## src/rtl/dut_batch_pkg.sv

```systemverilog
// Shared definitions for the AES batch sequencer.
// Contents: block width, default parameter values, FSM state encoding.
package dut_batch_pkg;

   localparam int unsigned BLOCK_W     = 128;
   localparam int unsigned CNT_W_DEF   = 16;
   localparam int unsigned GAP_W_DEF   = 8;
   localparam int unsigned TIMEOUT_DEF = 8;
   localparam int unsigned STATE_W     = 3;

   typedef enum logic [STATE_W-1:0] {
      ST_IDLE      = 3'd0,
      ST_LOAD      = 3'd1,
      ST_WAIT_BUSY = 3'd2,
      ST_RUN       = 3'd3,
      ST_GAP       = 3'd4,
      ST_DONE      = 3'd5
   } state_t;

endpackage

```

## src/rtl/dut_batch_timer.sv

```systemverilog
// Shared down-counter used for both the inter-encryption gap and the busy-rise timeout.
// Ports:
//   clk, rst   clock, asynchronous active-high reset
//   load       load counter with load_val (has priority over en)
//   load_val   value to load
//   en         decrement by one (saturates at zero)
//   zero_c     counter is zero (decoded from the count register)
module dut_batch_timer #(
   parameter int unsigned W = 8
) (
   input  logic         clk,
   input  logic         rst,
   input  logic         load,
   input  logic [W-1:0] load_val,
   input  logic         en,
   output logic         zero_c
);

   logic [W-1:0] cnt;

   // Count register
   always_ff @(posedge clk or posedge rst) begin
      if (rst) begin
         cnt <= '0;
      end else if (load) begin
         cnt <= load_val;
      end else if (en && (cnt != '0)) begin
         cnt <= cnt - W'(1);
      end
   end

   assign zero_c = (cnt == '0);

endmodule

```

## src/rtl/dut_batch_seq.sv

```systemverilog
// AES batch sequencer: runs cfg_count chained encryptions (plaintext = previous ciphertext)
// from a single start pulse, with a programmable idle gap and a busy-rise timeout.
// Ports:
//   dut_clk, dut_rst            clock, asynchronous active-high reset
//   cfg_start/abort/count/gap   batch control (count, gap, key, pt sampled on accepted start)
//   cfg_key, cfg_pt             key and first plaintext
//   aes_load/key/data           load strobe and operands to the AES core
//   aes_busy, aes_ct            core status and ciphertext (valid on busy fall)
//   batch_busy/done/cnt/err     batch status; err is a sticky busy-rise timeout
//   last_ct                     most recent ciphertext
//   trigger                     registered aes_busy qualified by batch_busy
// Build option BATCH_TVLA_EN: adds cfg_fixed_pt and batch_class; odd-indexed encryptions
//   use the fixed plaintext and the chain advances only on even-indexed ciphertexts.
module dut_batch_seq
   import dut_batch_pkg::*;
#(
   parameter int unsigned pCNT_WIDTH = CNT_W_DEF,
   parameter int unsigned pGAP_WIDTH = GAP_W_DEF,
   parameter int unsigned pTIMEOUT   = TIMEOUT_DEF
) (
   input  logic                  dut_clk,
   input  logic                  dut_rst,
   input  logic                  cfg_start,
   input  logic                  cfg_abort,
   input  logic [pCNT_WIDTH-1:0] cfg_count,
   input  logic [pGAP_WIDTH-1:0] cfg_gap,
   input  logic [BLOCK_W-1:0]    cfg_key,
   input  logic [BLOCK_W-1:0]    cfg_pt,
`ifdef BATCH_TVLA_EN
   input  logic [BLOCK_W-1:0]    cfg_fixed_pt,
   output logic                  batch_class,
`endif
   output logic                  aes_load,
   output logic [BLOCK_W-1:0]    aes_key,
   output logic [BLOCK_W-1:0]    aes_data,
   input  logic                  aes_busy,
   input  logic [BLOCK_W-1:0]    aes_ct,
   output logic                  batch_busy,
   output logic                  batch_done,
   output logic [pCNT_WIDTH-1:0] batch_cnt,
   output logic                  batch_err,
   output logic [BLOCK_W-1:0]    last_ct,
   output logic                  trigger
);

   localparam int unsigned TO_W  = $clog2(pTIMEOUT + 1);
   localparam int unsigned TMR_W = (pGAP_WIDTH > TO_W) ? pGAP_WIDTH : TO_W;

   state_t                state, state_n;
   logic [pCNT_WIDTH-1:0] count_q;
   logic [pCNT_WIDTH-1:0] cnt_inc;
   logic [pGAP_WIDTH-1:0] gap_q;
   logic                  busy_q;
   logic                  accept, capture, set_err;
   logic                  tmr_load, tmr_en, tmr_zero;
   logic [TMR_W-1:0]      tmr_val;
`ifdef BATCH_TVLA_EN
   logic [BLOCK_W-1:0]    chain_q;
   logic [BLOCK_W-1:0]    fixed_q;
`endif

   assign cnt_inc = batch_cnt + pCNT_WIDTH'(1);

   dut_batch_timer #(.W(TMR_W)) u_timer (
      .clk      (dut_clk),
      .rst      (dut_rst),
      .load     (tmr_load),
      .load_val (tmr_val),
      .en       (tmr_en),
      .zero_c   (tmr_zero)
   );

   // State register
   always_ff @(posedge dut_clk or posedge dut_rst) begin
      if (dut_rst) state <= ST_IDLE;
      else         state <= state_n;
   end

   // Next-state and control strobes
   always_comb begin
      state_n  = state;
      accept   = 1'b0;
      capture  = 1'b0;
      set_err  = 1'b0;
      tmr_load = 1'b0;
      tmr_en   = 1'b0;
      tmr_val  = '0;
      unique case (state)
         ST_IDLE: begin
            if (cfg_start) begin
               accept  = 1'b1;
               state_n = (cfg_count == '0) ? ST_DONE : ST_LOAD;
            end
         end
         ST_LOAD: begin
            // Timer counts TIMEOUT cycles of WAIT_BUSY: values TIMEOUT-1 down to 0
            tmr_load = 1'b1;
            tmr_val  = TMR_W'(pTIMEOUT - 1);
            state_n  = ST_WAIT_BUSY;
         end
         ST_WAIT_BUSY: begin
            if (aes_busy) begin
               state_n = ST_RUN;
            end else if (tmr_zero) begin
               set_err = 1'b1;
               state_n = ST_DONE;
            end else begin
               tmr_en = 1'b1;
            end
         end
         ST_RUN: begin
            if (busy_q && !aes_busy) begin
               capture = 1'b1;
               if ((cnt_inc == count_q) || cfg_abort) begin
                  state_n = ST_DONE;
               end else if (gap_q == '0) begin
                  state_n = ST_LOAD;
               end else begin
                  tmr_load = 1'b1;
                  tmr_val  = TMR_W'(gap_q) - TMR_W'(1);
                  state_n  = ST_GAP;
               end
            end
         end
         ST_GAP: begin
            if (cfg_abort)     state_n = ST_DONE;
            else if (tmr_zero) state_n = ST_LOAD;
            else               tmr_en  = 1'b1;
         end
         ST_DONE: state_n = ST_IDLE;
         default: state_n = ST_IDLE;
      endcase
   end

   // Datapath and registered outputs
   always_ff @(posedge dut_clk or posedge dut_rst) begin
      if (dut_rst) begin
         busy_q     <= 1'b0;
         trigger    <= 1'b0;
         aes_load   <= 1'b0;
         aes_key    <= '0;
         aes_data   <= '0;
         batch_busy <= 1'b0;
         batch_done <= 1'b0;
         batch_cnt  <= '0;
         batch_err  <= 1'b0;
         last_ct    <= '0;
         count_q    <= '0;
         gap_q      <= '0;
`ifdef BATCH_TVLA_EN
         chain_q     <= '0;
         fixed_q     <= '0;
         batch_class <= 1'b0;
`endif
      end else begin
         busy_q     <= aes_busy;
         trigger    <= batch_busy & aes_busy;
         aes_load   <= (state == ST_LOAD);
         batch_done <= (state == ST_DONE);
         if (accept) begin
            count_q    <= cfg_count;
            gap_q      <= cfg_gap;
            aes_key    <= cfg_key;
            aes_data   <= cfg_pt;
            batch_cnt  <= '0;
            batch_err  <= 1'b0;
            batch_busy <= 1'b1;
`ifdef BATCH_TVLA_EN
            chain_q     <= cfg_pt;
            fixed_q     <= cfg_fixed_pt;
            batch_class <= 1'b0;
`endif
         end
         if (set_err) batch_err <= 1'b1;
         if (capture) begin
            last_ct   <= aes_ct;
            batch_cnt <= cnt_inc;
`ifdef BATCH_TVLA_EN
            // batch_cnt is the index of the encryption just completed
            if (!batch_cnt[0]) begin
               chain_q     <= aes_ct;
               aes_data    <= fixed_q;
               batch_class <= 1'b1;
            end else begin
               aes_data    <= chain_q;
               batch_class <= 1'b0;
            end
`else
            aes_data <= aes_ct;
`endif
         end
         if (state == ST_DONE) batch_busy <= 1'b0;
      end
   end

endmodule
```

## config.mk

```make
export PLATFORM = sky130hd
export DESIGN_NAME = dut_batch_seq
export DESIGN_NICKNAME = d
export VERILOG_FILES = /design/src/rtl/dut_batch_pkg.sv /design/src/rtl/dut_batch_timer.sv /design/src/rtl/dut_batch_seq.sv
export SDC_FILE = /design/constraint.sdc
export NUM_CORES = 1
export LEC_CHECK = 0
export CAP_MARGIN = 20
export CORE_AREA = 2 2 322 324
export CTS_CLUSTER_DIAMETER = 30
export CTS_CLUSTER_SIZE = 8
export DETAILED_ROUTE_END_ITERATION = 6
export DIE_AREA = 0 0 324 326
export HOLD_SLACK_MARGIN = 0.06
export PLACE_DENSITY = 0.38
export SYNTH_ARGS = -nofsm -noshare
export SYNTH_HDL_FRONTEND = slang
export SYNTH_HIERARCHICAL = 1
export SYNTH_SLANG_ARGS = --single-unit
export TNS_END_PERCENT = 5
```

## constraint.sdc

```tcl
create_clock -name dut_clk -period 26.9 [get_ports dut_clk]
set_input_delay 2.69 -clock dut_clk [delete_from_list [all_inputs] [get_ports dut_clk]]
set_output_delay 2.69 -clock dut_clk [all_outputs]
set_load 0.005 [all_outputs]
```

==> results of run 1 <==
==> stage by stage <==
stage / total power [W] / instances / hold slack (ns) / setup slack [ns] / utilization [%]
after CTS: 0.004112 / 4376 / 0.4709 / 21.34 / 31.34
after global placement: 0.002440 / 4127 / 0.4578 / 20.60 / 26.70
after floorplan: 0.001596 / 2018 / 0.4652 / 12.15 / -
after global routing: 0.004296 / 4385 / 0.4876 / 21.33 / 31.43
final: 0.004039 / 4387 / 0.4657 / 21.57 / 31.44
after detailed placement: 0.002454 / 4128 / 0.4610 / 20.57 / 26.73
==> critical path, delay by kind of cell <==
kind / cells / cell delay [ns]
buf+inv: 4 / 1.78
simple gates: 5 / 1.29
==> area by class of cell <==
| type | count | share of cell area, % |
|---|---|---|
| Tap cell | 1380 | 5.352 |
| Clock buffer | 199 | 12.68 |
| Inverter | 16 | 0.2094 |
| Timing Repair Buffer | 838 | 26.09 |
| Sequential cell | 441 | 34.21 |
| Clock inverter | 49 | 1.994 |
| Multi-Input combinational cell | 1456 | 19.41 |
| Antenna cell | 8 | 0.06206 |
==> where the power goes <==
group	switching, W	total (W)	leakage (nW)	internal, W
logic	0.000588	0.00128	7.10	0.000689
clock network	0.000486	0.00161	2.33	0.00113
registers	0.000185	0.00115	5.54	0.000965
==> cells by family (layout without fill, tap and decap cells) <==
kind of cell / count (synthesis) / count (layout) / share of synthesized area, %
AOI/OAI and AO/OA: 78 / 78 / 2.766
xor gates and xnor gates: 32 / 32 / 1.580
adders and majority gates: 4 / 4 / 0.2822
buffers and inverters: 121 / 1102 / 2.660
DFF: 441 / 441 / 62.23
muxes: 2 / 2 / 0.1199
other: 0 / 8 / 0
and+or+nand+nor: 1340 / 1340 / 30.36
==> final timing paths <==
check,to,cells past startpoint,startpoint
worst min register to register,last_ct[44]$_DFFE_PP0P_,2,last_ct[44]$_DFFE_PP0P_
worst min-delay path,last_ct[44]$_DFFE_PP0P_,2,last_ct[44]$_DFFE_PP0P_
max in group asynchronous,last_ct[55]$_DFFE_PP0P_,4,dut_rst
worst max register to register,u_timer/cnt[3]$_DFFE_PP0P_,8,batch_cnt[2]$_DFFE_PP0P_
min in group asynchronous,u_timer/cnt[3]$_DFFE_PP0P_,2,dut_rst
worst max-delay path,aes_data[112]$_DFFE_PP0P_,9,aes_busy
==> registers in the layout (all words and copies together) (netlist names) <==
name / flops
batch_cnt: 16
count_q: 16
aes_load: 1
busy_q: 1
batch_busy: 1
aes_data: 128
aes_key: 128
trigger: 1
u_timer/cnt: 8
batch_err: 1
gap_q: 8
batch_done: 1
state: 3
last_ct: 128
==> metal layers <==
| layer | track usage [%] | wire [microns] |
|---|---|---|
| met1 | 17.34 | 32450 |
| met2 | 25.43 | 39870 |
| met3 | 6.093 | 7277 |
| met4 | 6.351 | 2583 |
| met5 | 0 | 44 |
==> cells in the final DEF (no fill, tap or decap), types with 2 or more instances in the layout <==
cell type / n
o21ai_0: 33
nand3_1: 140
nand3_4: 2
o31ai_1: 10
nand2_1: 1117
nand2b_1: 3
buf_16: 4
o21ai_1: 3
clkbuf_1: 27
inv_16: 3
buf_4: 17
or3_1: 2
o31a_1: 2
dfrtp_1: 441
nor2_1: 27
nor3_1: 11
xor2_1: 15
clkinv_8: 2
nand4_1: 8
inv_6: 5
xnor2_1: 17
or4b_4: 2
clkinvlp_4: 3
nor2b_1: 2
nand3b_1: 2
clkbuf_16: 144
clkbuf_8: 28
clkinv_2: 23
inv_1: 15
clkdlybuf4s50_1: 817
bufinv_16: 8
a31oi_1: 5
nor4_1: 9
diode_2: 8
a21oi_1: 10
ha_1: 4
clkinv_16: 4
==> qor.yml, run 1 <==
grt_use_total_pct: 15.30
ys_top_cells_by_area: "dfrtp_1 (62%), nand2_1 (24%), nand3_1 (4.0%), clkbuf_1 (1.9%), o21ai_0 (0.93%)"
slowest_stage: "nor2_4"
max_stage_delay_ns: 0.59
cts_resized: 0
drt-initial-drc-count: 806
ys_seq_area_share_pct: 62.23
cts_hold_buffers: 0
layout_min_cycle_time_ns: 5.326
slew_violations: 0
synth.largest_area_cell: "dfrtp_1"
crit_fanout: 58
grt_pass1_wl_microns: 120300
fp.dieH_microns: 326
synth.most_common_cell: "nand2_1"
skew_ns: 0.02646
crit_top_cell: "buf_4"
via_per_inst: 3.945
irDropWorstVdd_uv: 45.20
dpl.hpwl_microns: 59540
ios: 818
path_class: "input pin to flip-flop"
die_x_microns: 324
regToRegSetupSlack_ns: 23.21
timing.setup.tns_ns: 0
multi_input_area_sq_mm: 0.006261
synth_top_cells_by_count: "nand2_1 (1118), dfrtp_1 (441), nand3_1 (141)"
synth_top_area_share_pct: 62.23
postRouteAntennaNets: 0
drive_gt1_share_pct: 8.670
cts_setup_buffers: 0
cap_violations: 0
fin_crit_sh_pct: 19.80
fmax_mhz: 187.8
slew_headroom_pct: 36.57
rsz0062_at_grt: "no"
cts_buffers: 143
clk_path_buf_depth: 3
drc: 0
vias: 17310
synth_seq_cells: 441
nNetsFinal: 3313
clk_pin_slew_ns: 0.04
tightest_slew_ns: 0.9515
avgSynthCellArea_sq_um: 8.788
antenna_found_initial: 14
cp.arrival_ns: 5.95
cts_sinks: 441
area_growth_pct: 81.92
synthFlopType: "dfrtp_1"
yosys_warnings: 6
final_area_sq_mm: 0.03226
async_flop_share_pct: 100.0
core_area_sq_mm: 0.1026
die_area_sq_mm: 0.1056
route.detailed.wl_per_inst_microns: 18.74
overflow: 0
htreeDepth: 4
crit_required_ns: 27.52
synth_cells: 2018
dr.pass1.iters: 5
synth_edf_count: 0
cts_tree: "yes"
initial_core_util_pct: 17.28
grt_max_degree: 99
power.leakage_nw: 14.96
syn-cell-area_sq_mm: 0.01773
seqCellArea_sq_mm: 0.01104
setup_viol: 0
status: "completed"
placed_cell_area_sq_mm: 0.02742
synthesis.nets: 2435
end_kind: "flip-flop"
grt_pass1_vias: 18530
root_buffer: "clkbuf_16"
min_path_type: "flip-flop to flip-flop"
placementRows: 118
start_kind: "input pin"
fillCellCount: 10700
port_buffers: 817
hold_viol: 0
ys_types: 56
drt_wl_total_microns: 82230
crit_chain: "clkdlybuf4s50_1 -> nor2_1 -> and3_4 -> nor2_4 -> buf_4 -> buf_4 -> buf_16 -> nand2_1 -> nand3_1"
insertion_delay_ns: 0.72
power.density_mw_per_mm2: 125.2
gp_congestion: 0.8154
Power figures use the tool's default switching activity.
==> run 2: changes to the inputs <==
--- a/config.mk
+++ b/config.mk
@@ -6,13 +6,13 @@
 export NUM_CORES = 1
 export LEC_CHECK = 0
 export CAP_MARGIN = 20
-export CORE_AREA = 2 2 322 324
+export CORE_AREA = 2 2 314 316
 export CTS_CLUSTER_DIAMETER = 30
 export CTS_CLUSTER_SIZE = 8
 export DETAILED_ROUTE_END_ITERATION = 6
-export DIE_AREA = 0 0 324 326
+export DIE_AREA = 0 0 316 318
 export HOLD_SLACK_MARGIN = 0.06
-export PLACE_DENSITY = 0.38
+export PLACE_DENSITY = 0.4
 export SYNTH_ARGS = -nofsm -noshare
 export SYNTH_HDL_FRONTEND = slang
 export SYNTH_HIERARCHICAL = 1
==> constraint.sdc (replaced) <==
create_clock -name dut_clk -period 5.08 [get_ports dut_clk]
set_input_delay 0.508 -clock dut_clk [delete_from_list [all_inputs] [get_ports dut_clk]]
set_output_delay 0.508 -clock dut_clk [all_outputs]
set_load 0.005 [all_outputs]
==> run 2 against run 1 <==
- design area increased by 0.48%
- worst hold slack got worse by 0.32 ns
- die area decreased by 4.9%
- sequential share of layout area decreased by 0.17 points
- sequential cell count unchanged
- critical path depth decreased by 1
- global-route usage increased by 0.44 points
- register-to-register slack got worse by 22 ns
==> qor.yml, run 2 (same netlist as run 1, synthesis figures left out) <==
nNetsFinal: 3307  # -0.18%
die_area_sq_mm: 0.1005  # -4.9%
gp_congestion: 0.8492  # +4.1%
largestRegisters: "aes_data x128, aes_key x128, last_ct x128"
seqCellArea_sq_mm: 0.01104  # unchanged
ios: 818  # unchanged
rsz0062_at_grt: "no"
path_buf_inv: 0  # -4
htreeDepth: 4  # unchanged
final_area_sq_mm: 0.03242  # +0.48%
drive_gt1_share_pct: 9.185  # +0.52 points
end_kind: "flip-flop"
slowest_stage: "nor4_1"
fin_crit_sh_pct: 67.83
cts_setup_buffers: 0  # unchanged
cts_buffers: 143  # unchanged
setup_viol: 0  # unchanged
placed_cell_area_sq_mm: 0.02735  # -0.27%
fin_cells: 4302  # -1.9%
whs_ns: 0.1458  # -0.3199 ns
place_inst: 4032  # -2.3%
fp.dieH_microns: 318  # -2.5%
final_cell_mix: "nand2_1 (1117), clkdlybuf4s50_1 (817), dfrtp_1 (441), clkbuf_16 (143), nand3_1 (140)"
postRouteAntennaNets: 0  # unchanged
cts_tree: "yes"
grt_pass1_vias: 18370  # -0.89%
irDropWorstVdd_uv: 282.3  # +520%
area_growth_pct: 82.80
min_path_type: "input pin to asynchronous set/reset pin"
drt_wl_total_microns: 80840  # -1.7%
placementRows: 115  # -2.5%
multi_input_area_sq_mm: 0.006261  # unchanged
drc: 0  # unchanged
clk_pin_slew_ns: 0.04  # about the same
root_buffer: "clkbuf_16"
layout_commonest_cell: "nand2_1"
clk_path_buf_depth: 3  # unchanged
dr.pass1.iters: 4  # -1
route.detailed.wl_per_inst_microns: 18.79  # +0.24%
cts_sinks: 441  # unchanged
grt_use_total_pct: 15.74  # +0.44 points
finish.utilization_pct: 33.28  # +1.8 points
drt-initial-drc-count: 819  # +1.6%
crit_required_ns: 5.68  # -21.84 ns
grt_pass1_wl_microns: 118200  # -1.8%
grt_use_met2_pct: 26.18  # +0.75 points
slew_violations: 0  # unchanged
start_kind: "flip-flop"
crit_fanout: 17  # -71%
power.leakage_nw: 15.10  # +0.88%
busiest_layer: "met2"
vias: 17330  # +0.11%
grt_max_degree: 145  # +46%
use_met1_pct: 17.30  # -0.047 points
antenna_found_initial: 18  # +4
cts_hold_buffers: 0  # unchanged
regToRegSetupSlack_ns: 1.63  # -21.58 ns
fmax_mhz: 290.2
status: "completed"
crit_top_cell: "nand2_1"
tightest_slew_ns: 1.022  # +0.07075 ns
path_delay_family: "simple AND/OR/NAND/NOR gates"
insertion_delay_ns: 0.72  # about the same
core_area_sq_mm: 0.09741  # -5.1%
skew_ns: 0.01469  # -0.01177 ns
cts_resized: 0  # unchanged
crit_chain: "nand4_1 -> nor4_1 -> xnor2_1 -> o2111ai_1 -> a2111o_1 -> nand2_1 -> nand2_1 -> o41ai_1"
layout_min_cycle_time_ns: 3.446
grt_util_met3_pct: 7.004  # +0.91 points
dpl.hpwl_microns: 57730  # -3.0%
via_per_inst: 4.027  # +2.1%
power.density_mw_per_mm2: 675.0  # +440%
overflow: 0  # unchanged
max_stage_delay_ns: 0.75  # +0.16 ns
hold_viol: 0  # unchanged
fillCellCount: 9964  # -6.8%
cap_violations: 0  # unchanged
initial_core_util_pct: 18.20  # +0.92 points
cp.arrival_ns: 4.05  # -1.90 ns
die_x_microns: 316  # -2.5%
slew_headroom_pct: 31.85  # -4.7 points
port_buffers: 817  # unchanged
path_class: "flip-flop to flip-flop"
-- run 2: changes by cell type in the layout (fill, tap and decap cells not counted), moves of 7 or more --
cell       before  now
clkbuf_1       27   17
clkbuf_8       28   35
bufinv_16       8   16
buf_4          17    8
buf_12          0    7
clkinv_2       23   32
-- run 2: final timing paths --
path | start | to | depth (start not counted)
max | batch_cnt[2]$_DFFE_PP0P_ | u_timer/cnt[3]$_DFFE_PP0P_ | 8
min | dut_rst | u_timer/cnt[2]$_DFFE_PP0P_ | 2
max reg2reg | batch_cnt[2]$_DFFE_PP0P_ | u_timer/cnt[3]$_DFFE_PP0P_ | 8
min reg2reg | aes_key[77]$_DFFE_PP0P_ | aes_key[77]$_DFFE_PP0P_ | 2
max in group asynchronous | dut_rst | aes_data[79]$_DFFE_PP0P_ | 3
min in group dut_clk | cfg_key[80] | aes_key[80]$_DFFE_PP0P_ | 3
-- run 2: metal layers --
| metal | share of wire (%) | up-vias |
|---|---|---|
| met5 | 0.12 | - |
| met4 | 3.0 | 16 |
| met3 | 9.7 | 157 |
| met2 | 49 | 652 |
| met1 | 38 | 8296 |
| li1 | - | 8204 |
-- run 2: power by group --
| group | switching (W) | internal (W) |
|---|---|---|
| logic | 0.00309 | 0.00363 |
| clock network | 0.00264 | 0.00645 |
| registers | 0.000976 | 0.00511 |
-- run 2: cell type report --
type | count | area share, %
well taps | 1287 | 4.968
clock buffers | 195 | 12.72
inverters | 16 | 0.1969
multi-input cells | 1456 | 19.31
clock inverters | 65 | 2.833
diodes | 10 | 0.07720
repair buffers | 832 | 25.85
flip-flops and latches | 441 | 34.04
-- run 2: per-stage QoR --
step	TNS, ns	power (W)	worst slack, ns
final	0	0.02188	1.634
after global routing	0	0.02321	1.327
after CTS	0	0.02229	1.642
after detailed placement	0	0.01297	1.682
after global placement	0	0.01290	1.738
after floorplan	-552.22	0.008453	-1.275
==> run 3: changes to the inputs <==
--- a/config.mk
+++ b/config.mk
@@ -6,11 +6,11 @@
 export NUM_CORES = 1
 export LEC_CHECK = 0
 export CAP_MARGIN = 20
-export CORE_AREA = 2 2 314 316
+export CORE_AREA = 2 2 321 323
 export CTS_CLUSTER_DIAMETER = 30
 export CTS_CLUSTER_SIZE = 8
 export DETAILED_ROUTE_END_ITERATION = 6
-export DIE_AREA = 0 0 316 318
+export DIE_AREA = 0 0 323 325
 export HOLD_SLACK_MARGIN = 0.06
 export PLACE_DENSITY = 0.4
 export SYNTH_ARGS = -nofsm -noshare
==> constraint.sdc (replaced) <==
create_clock -name dut_clk -period 2.8 [get_ports dut_clk]
set_input_delay 0.28 -clock dut_clk [delete_from_list [all_inputs] [get_ports dut_clk]]
set_output_delay 0.28 -clock dut_clk [all_outputs]
set_load 0.005 [all_outputs]
==> run 3 against run 2 <==
- critical path depth increased by 3
- design area increased by 4.1%
- largest cell class unchanged
- via count increased by 1.3%
- sequential power increased by 79%
- maximum frequency increased by 27%
==> qor.yml, run 3 (same netlist as run 1, synthesis figures left out) <==
status: "completed"
grt_max_degree: 105  # -28%
end_kind: "flip-flop"
skew_ns: 0.02345  # +0.008756 ns
setup_slack_ns: 0.09629  # -1.538 ns
setup_viol: 0  # unchanged
fin_crit_sh_pct: 96.56  # +29 points
gp_congestion: 0.7917  # -6.8%
fp.dieH_microns: 325  # +2.2%
clk_path_buf_depth: 3  # unchanged
drt_wl_total_microns: 83020  # +2.7%
cts_sinks: 441  # unchanged
clk_pin_slew_ns: 0.04  # about the same
largestRegisters: "aes_data x128, aes_key x128, last_ct x128"
tightest_slew_ns: 0.8215  # -0.2007 ns
path_class: "flip-flop to flip-flop"
irDropWorstVdd_uv: 436.6  # +55%
nNetsFinal: 3448  # +4.3%
hold_viol: 0  # unchanged
cp.arrival_ns: 3.27  # -0.78 ns
drive_gt1_share_pct: 10.44  # +1.3 points
postRouteAntennaNets: 0  # unchanged
pre_cts_slack_ns: -0.04373  # -1.726 ns
crit_required_ns: 3.36  # -2.32 ns
slew_headroom_pct: 45.10  # +13 points
finalPower_w: 0.03929  # +80%
die_area_sq_mm: 0.1050  # +4.5%
dr.pass1.iters: 5  # +1
via_per_inst: 3.882  # -3.6%
hold_path_depth: 3
antenna_found_initial: 13  # -5
fmax_mhz: 369.9  # +27%
cap_violations: 0  # unchanged
initial_core_util_pct: 17.51  # -0.70 points
finish.utilization_pct: 33.30  # about the same
core_area_sq_mm: 0.1013  # +4.0%
start_kind: "flip-flop"
root_buffer: "clkbuf_16"
crit_fanout: 6  # -11
layout_commonest_cell: "nand2_1"
grt_pass1_vias: 18520  # +0.85%
drc: 0  # unchanged
min_path_type: "input pin to flip-flop"
r2r_cells: 11  # +3
cts_buffers: 148  # +3.5%
vias: 17540  # +1.3%
power.leakage_nw: 15.65  # +3.7%
overflow: 0  # unchanged
drt-initial-drc-count: 874  # +6.7%
grt_pass1_wl_microns: 121800  # +3.0%
dpl.hpwl_microns: 60450  # +4.7%
whs_ns: 0.1108  # -0.03492 ns
placementRows: 117  # +1.7%
grt_use_total_pct: 15.59  # -0.15 points
power.density_mw_per_mm2: 1165  # +73%
slew_violations: 0  # unchanged
htreeDepth: 4  # unchanged
insertion_delay_ns: 0.71  # about the same
cts_tree: "yes"
layout_min_cycle_time_ns: 2.704  # -0.7419 ns
final_cell_mix: "nand2_1 (1115), clkdlybuf4s50_1 (817), dfrtp_1 (440), clkbuf_16 (148), nand3_1 (138)"
die_x_microns: 323  # +2.2%
area_growth_pct: 90.22
port_buffers: 817  # unchanged
route.detailed.wl_per_inst_microns: 18.37  # -2.2%
ios: 818  # unchanged
-- run 3: stage by stage --
step | std cells | instance area, sq um | TNS [ns]
6_report | 4519 | 33730 | 0
2_1_floorplan | 2018 | 17740 | -1440.74
3_5_place_dp | 4165 | 27970 | -0.05067
3_3_place_gp | 4165 | 27970 | 0
5_1_grt | 4517 | 33730 | -0.09398
4_1_cts | 4511 | 33660 | 0
-- run 3: routing by layer --
metal | track usage, % | wire length [microns]
met5 | 0 | 62
met4 | 5.379 | 1990
met3 | 5.977 | 6637
met2 | 26.13 | 40770
met1 | 18.04 | 33560
-- run 3: final cells by class --
class / count / area (sq um)
clock buffers: 209 / 4233
multi-input cells: 1456 / 6326
diodes: 8 / 20.02
flip-flops and latches: 441 / 11040
repair buffers: 968 / 9732
clock inverters: 53 / 609.3
inverters: 16 / 63.81
fillers: 10620 / 67570
well taps: 1368 / 1712
-- run 3: worst paths after layout --
check                                         start                    endpoint  slack (ns)
max in group asynchronous                   dut_rst    aes_data[29]$_DFFE_PP0P_        1.44
min in group asynchronous                   dut_rst  u_timer/cnt[7]$_DFFE_PP0P_        0.49
min                                     cfg_key[99]     aes_key[99]$_DFFE_PP0P_        0.11
max reg2reg                batch_cnt[1]$_DFFE_PP0P_  u_timer/cnt[3]$_DFFE_PP0P_         0.1
max                        batch_cnt[1]$_DFFE_PP0P_  u_timer/cnt[3]$_DFFE_PP0P_         0.1
min reg2reg                 last_ct[86]$_DFFE_PP0P_     last_ct[86]$_DFFE_PP0P_        0.47
-- run 3: report_power, final --
group	leakage [nW]	internal [W]	switching [W]	total [W]
sequential	5.54	0.00927	0.00168	0.0109
combinational	7.73	0.00688	0.00576	0.0126
clock	2.39	0.0110	0.00467	0.0157
total	15.7	0.0272	0.0121	0.0393
-- run 3: timing repair --
action	4_1_cts	5_1_grt
hold buffers	83	0
setup endpoints to repair	5	8
endpoints found under the hold margin	90	0
resized for setup	3	10
gates cloned	0	0
buffers inserted	1	0
pin swaps	1	3
-- run 3: critical path, stage by stage, from the launching register on --
cell       delay [ns]
dfrtp_1          0.35
ha_2             0.25
nand3_4          0.12
or3_4            0.40
a211oi_2         0.21
o2111ai_1        0.14
a2111o_1         0.51
nand2_2          0.12
buf_4            0.13
a21oi_1          0.04
a22oi_1          0.19
o41ai_1          0.10
